===== src/rtl/adder_4bit_pkg.sv =====
// Shared constants and a reference helper for the registered ripple-carry adder.
package adder_4bit_pkg;

  localparam int DEFAULT_WIDTH = 4;

  // Returns {carry, sum} for a WIDTH-bit unsigned add.
  // The carry lands in bit 'width' and all higher bits are zero.
  function automatic logic [32:0] add_ref(input logic [31:0] a,
                                          input logic [31:0] b,
                                          input int unsigned width);
    logic [63:0] mask;
    logic [63:0] full;
    mask = (64'd1 << width) - 64'd1;
    full = ({32'd0, a} & mask) + ({32'd0, b} & mask);
    return full[32:0];
  endfunction

endpackage


===== src/rtl/full_adder.sv =====
// Single-bit full-adder cell; the ripple chain in adder_4bit is built from these.
module full_adder (
  input  logic a,
  input  logic b,
  input  logic ci,
  output logic s,
  output logic co
);

  logic p;

  assign p  = a ^ b;
  assign s  = p ^ ci;
  assign co = (a & b) | (ci & p);

endmodule


===== src/rtl/adder_4bit.sv =====
// Registered unsigned ripple-carry adder with sum, carry-out and valid outputs.
// Defining ADDER4_OVF_EN adds a registered two's-complement overflow flag (ovf).
module adder_4bit
  import adder_4bit_pkg::*;
#(
  parameter int WIDTH = DEFAULT_WIDTH
) (
  input  logic             clk,
  input  logic             rst_n,
  input  logic             in_valid,
  input  logic [WIDTH-1:0] in_data1,
  input  logic [WIDTH-1:0] in_data2,
  output logic [WIDTH-1:0] out_data,
  output logic             cy,
  output logic             out_valid
`ifdef ADDER4_OVF_EN
  ,
  output logic             ovf
`endif
);

  logic [WIDTH:0]   carry;
  logic [WIDTH-1:0] sum;

  assign carry[0] = 1'b0;

  for (genvar i = 0; i < WIDTH; i++) begin : g_cell
    full_adder u_fa (
      .a  (in_data1[i]),
      .b  (in_data2[i]),
      .ci (carry[i]),
      .s  (sum[i]),
      .co (carry[i+1])
    );
  end

  // Data registers load only when in_valid is high, so X on idle inputs never reaches them.
  // NOTE: sequential state uses non-blocking assignments so every register sees pre-edge values.
  always_ff @(posedge clk or negedge rst_n) begin
    if (!rst_n) begin
      out_data  <= '0;
      cy        <= 1'b0;
      out_valid <= 1'b0;
    end else begin
      out_valid <= in_valid;
      if (in_valid) begin
        out_data <= sum;
        cy       <= carry[WIDTH];
      end
    end
  end

`ifdef ADDER4_OVF_EN
  // Signed overflow: carry into the MSB cell disagrees with carry out of it.
  always_ff @(posedge clk or negedge rst_n) begin
    if (!rst_n) begin
      ovf <= 1'b0;
    end else if (in_valid) begin
      ovf <= carry[WIDTH-1] ^ carry[WIDTH];
    end
  end
`endif

endmodule


===== config.mk =====
export PLATFORM = sky130hd
export DESIGN_NAME = adder_4bit
export DESIGN_NICKNAME = d
export VERILOG_FILES = /design/src/rtl/adder_4bit_pkg.sv /design/src/rtl/full_adder.sv /design/src/rtl/adder_4bit.sv
export SDC_FILE = /design/constraint.sdc
export NUM_CORES = 1
export LEC_CHECK = 0
export BUFFER_PORTS_ARGS = -buffer_cell sky130_fd_sc_hd__buf_2
export CELL_PAD_IN_SITES_DETAIL_PLACEMENT = 0
export CELL_PAD_IN_SITES_GLOBAL_PLACEMENT = 1
export CORE_AREA = 2 2 39 41
export CTS_CLUSTER_SIZE = 8
export DETAILED_ROUTE_END_ITERATION = 10
export DIE_AREA = 0 0 41 43
export PLACE_DENSITY_LB_ADDON = 0.2
export SLEW_MARGIN = 40
export SYNTH_ARGS = -nofsm -noshare
export SYNTH_HDL_FRONTEND = slang
export SYNTH_SLANG_ARGS = --single-unit

===== constraint.sdc =====
create_clock -name clk -period 1.2 [get_ports clk]
set_input_delay 0.24 -clock clk [delete_from_list [all_inputs] [get_ports clk]]
set_output_delay 0.24 -clock clk [all_outputs]
set_load 0.05 [all_outputs]

Word-level counts from Yosys, hierarchy flattened
Cells that the tools add are included.

storage, ports and cells
  flip-flop bits (word level) = 6
  input bits = 11
  output and inout port bits = 6
  logic and storage cells = 20

cells by class
  bitwise operators = 17

operators by type and width
  kind           number
  $and A1 B1 Y1  7
  $xor A1 B1 Y1  7
  $or A1 B1 Y1   3

Longest topological paths before layout
  word-level depth = 7
  gate-level depth with buffers = 6

Hierarchy
A second synthesis with hierarchy kept.

unflattened totals
  cell total of the unflattened synthesis = 16
  area total of the unflattened synthesis = 290.3 um^2

by module, submodules not included
  module      instances  cells an instance  area an instance (um^2)
  adder_4bit  1          12                 210.2
  full_adder  4          1                  20.0

Worst setup path after synthesis
OpenSTA, ideal clock, no wires.

  path kind = input port to flip-flop
  from = input port in_data1[0]
  to = register out_data[3]
  setup time = 77 ps
  arrival = 1744 ps
  required time = 1123 ps
  setup slack = -621 ps
  stages = 6
  path buffers = 0
  cells stage by stage = ha_1 -> fa_1 -> fa_1 -> inv_1 -> fa_1 -> a21oi_1

on the way
  word-level cells in the longest chain between the ends = 6

ends and longest elaborated chain
  what                         RTL line          text
  start: declaration           adder_4bit.sv:11  input logic [WIDTH-1:0] in_data1,
  $and A1 B1 Y1 (2 in series)  full_adder.sv:14  assign co = (a & b) | (ci & p);
  $or A1 B1 Y1                 full_adder.sv:14
  $and A1 B1 Y1                full_adder.sv:14
  $or A1 B1 Y1                 full_adder.sv:14
  $xor A1 B1 Y1                full_adder.sv:13  assign s = p ^ ci;
  end signal: assignment       adder_4bit.sv:47  out_data <= sum;
  end: declaration             adder_4bit.sv:13  output logic [WIDTH-1:0] out_data,

No other way between the ends.
A chain may end at the register's enable or synchronous reset.

Worst setup path after layout
  from = input port in_data2[0]
  to = register out_data[3]

on the way
  word-level cells in the longest chain between the ends = 6

ends and longest elaborated chain
  what                         RTL line          text
  start: declaration           adder_4bit.sv:12  input logic [WIDTH-1:0] in_data2,
  $and A1 B1 Y1 (2 in series)  full_adder.sv:14
  $or A1 B1 Y1                 full_adder.sv:14
  $and A1 B1 Y1                full_adder.sv:14
  $or A1 B1 Y1                 full_adder.sv:14
  $xor A1 B1 Y1                full_adder.sv:13

No other way between the ends.

==> impl_results.md <==
- Outcome: complete, but fails checks
- Failing checks: negative setup slack
- Ys Warns: 0
- Sequential share of the synthesized area: 0.480
- Die Wd: between 40 and 50 µm
- Total Neg Setup Slack: -634 ps
- Iteration-0 DRC Markers: 3
- Cell variety after synth: 9
- CP required: roughly 1400 ps
- CP endpoint kind: flip-flop
- Total gr overflow: 0
- Global-route wire length before repair: between 900 and 1000 µm
- CTS H-Tree Depth: 1
- Syn_area_per_cell: around 15 µm²
- CP Launch Type: input pin
- Slew Viols, Final: 0
- Die height: between 40 and 50 µm
- Routed Antenna Nets: 0
- Core Region: about 0.0014 mm²
- Maximum VDD drop: ~0.00043 V
- FMAX: 637 MHz
- PwrDens: between 1000 and 1500 mW/mm²
- Synth Cell Area: about 310 µm²
- Unrepaired setup endpoints after global routing: yes
- Clk_skew: 0 ps
- Syn_nets: 36
- Largest family of logic cells by synthesized area: adder cells
- Static leakage: approximately 0.24 nW
- Adder-cell share of the synthesized area: 0.232
- Number of global-route vias before repair: between 200 and 250
- Worst Path Arrival: around 1700 ps
- Largest net degree at the start of global routing: 8
- Rows: 14
- Share of cells above drive strength 1: 0.650
- Placed wire-length estimate: ~450 µm
- Min-delay worst type: input pin to flip-flop
- CTS Sinks: 6
- Cells after synthesis: 21
- Nets: 57
- Final WL: between 500 and 600 µm
- Area grow syn2layout: 48.4%
- Mux cell area share after synthesis: 0.176
- Clock slew at reported path FFs: approximately 50 ps
- Final worst setup slack: -370 ps
- CP max FO: 1
- Ports: 17
- Tcrit/Tclk final: 1.31
- Worst Reg2Reg Path Length in Cells: 1
- Total number of vias: 207
- Simple-Gate Fraction of Synth Area: 0.0120
- Routed wl met3: between 40 and 50 µm
- Compound-Gate Fraction of Synth Area: 0.0160
- Initial core utilization: 0.226
- Routed length on met2: roughly 240 µm
- #FFs+latches synth: 6
- Pre-antenna DRT Iters: 4
- # Post-CTS Setup Buffers: 0
- Placer Congestion: slightly below 0.6
- Most frequent cells in the layout: buf_2 (14), dfrtp_1 (6), inv_1 (3), mux2_4 (3), clkbuf_4 (3)
- Clock Root Buffer: clkbuf_4
- Total die area: between 0.0015 and 0.002 mm²
- Rel. slew slack: 0.835
- # diodes: 0
- XOR/XNOR Fraction of Synth Area: 0
- Hold depth: 1
- CTS tree: yes
- IO Port Bufs: 16
- Worst-Skew Late Latency: 240 ps
- Most common cell after layout, fill and taps aside: buf_2
- Final setup vio count: 3
- Final Critical Period: between 1500 and 2000 ps
- Worst-case clock buffer depth: 2
- Initial antenna violation count: 0
- Post-Route M1 WL: 238 µm
- Global router's overall resource usage: 0.0854
- Avg Vias per Cell: 3.70
- Kind of critical path: input pin to flip-flop
- Tightest Pin Transition: between 200 and 250 ps
- Max-Cap Viols: 0
- CTS Buf Count: 3
- Placed cell areas: 419 µm²
- Finished Cell Area: 464 µm²
- Final Hold Vio Count: 0
- Routed length per instance: about 9.5 µm
- Drt drc: 0
- DR top layer: met4
## critical path, stage by stage
cell,delay [ps]
buf_6,100
ha_4,150
fa_2,330
fa_2,340
inv_2,60
fa_1,400
a21oi_1,120
## where the power goes
part | internal (mW) | switching (mW) | total [mW]
clock | 0.113 | 0.0703 | 0.183
sequential | 0.235 | 0.0155 | 0.251
combinational | 0.0866 | 0.166 | 0.253
total | 0.435 | 0.252 | 0.686
## state kept, by name (all words and copies together), names as in the netlist
register,count
cy,1
out_valid,1
out_data,4
## Yosys cell counts
cell type	count	area [µm²]
mux2_4	3	45.0
mux2i_1	1	10.0
a21oi_1	1	5.00
fa_1	3	60.1
ha_1	1	12.5
dfrtp_1	6	150
nor2_1	1	3.75
buf_6	1	11.3
inv_1	4	15.0
## cells by family after synthesis
kind of cell,Yosys count
buffers and inverters,5
and+or+nand+nor,1
muxes,4
DFF,6
AOI/OAI and AO/OA,1
adders and majority gates,4
## routing by layer
| layer | GRT usage | vias to the layer above |
|---|---|---|
| met5 | 0 | - |
| met4 | 0.0600 | 0 |
| met3 | 0.0524 | 2 |
| met2 | 0.106 | 9 |
| met1 | 0.104 | 93 |
| li1 | - | 103 |
## path summary, 6_finish.rpt
check	startpoint	slack, ps	to
setup / recovery	in_data2[0]	-370	out_data[3]
hold / removal	in_valid	220	out_valid
setup reg to reg	out_data[0]	450	out_data[0]
hold reg to reg	out_data[1]	510	out_data[1]
max in group asynchronous	rst_n	710	out_data[2]
min in group asynchronous	rst_n	350	cy
## stage by stage
| step | util | total power, mW | worst slack (ps) | hold slack [ps] | std cells |
|---|---|---|---|---|---|
| floorplan | - | 0.438 | -540 | -55.6 | 21 |
| CTS | 0.335 | 0.700 | -393 | 219 | 56 |
| global placement | 0.303 | 0.501 | -708 | 68.4 | 52 |
| global route | 0.335 | 0.732 | -420 | 224 | 56 |
| finish | 0.335 | 0.686 | -370 | 222 | 56 |
| detailed placement | 0.303 | 0.505 | -722 | 71.6 | 52 |
## layout make-up
class,instances,area (µm²)
inverters,4,15.0
well taps,16,20.0
multi-input cells,10,154
fillers,152,920
clock buffers,3,22.5
repair buffers,17,103
flip-flops and latches,6,150
## repair_timing
| item | 4_1_cts | 5_1_grt |
|---|---|---|
| hold endpoints to repair | 6 | 0 |
| resized for setup | 2 | 0 |
| cloned | 0 | 0 |
| pin swaps | 5 | 1 |
| endpoints found under the setup margin | 3 | 3 |
| hold buffers | 1 | 0 |
Power figures use the tool's default switching activity.
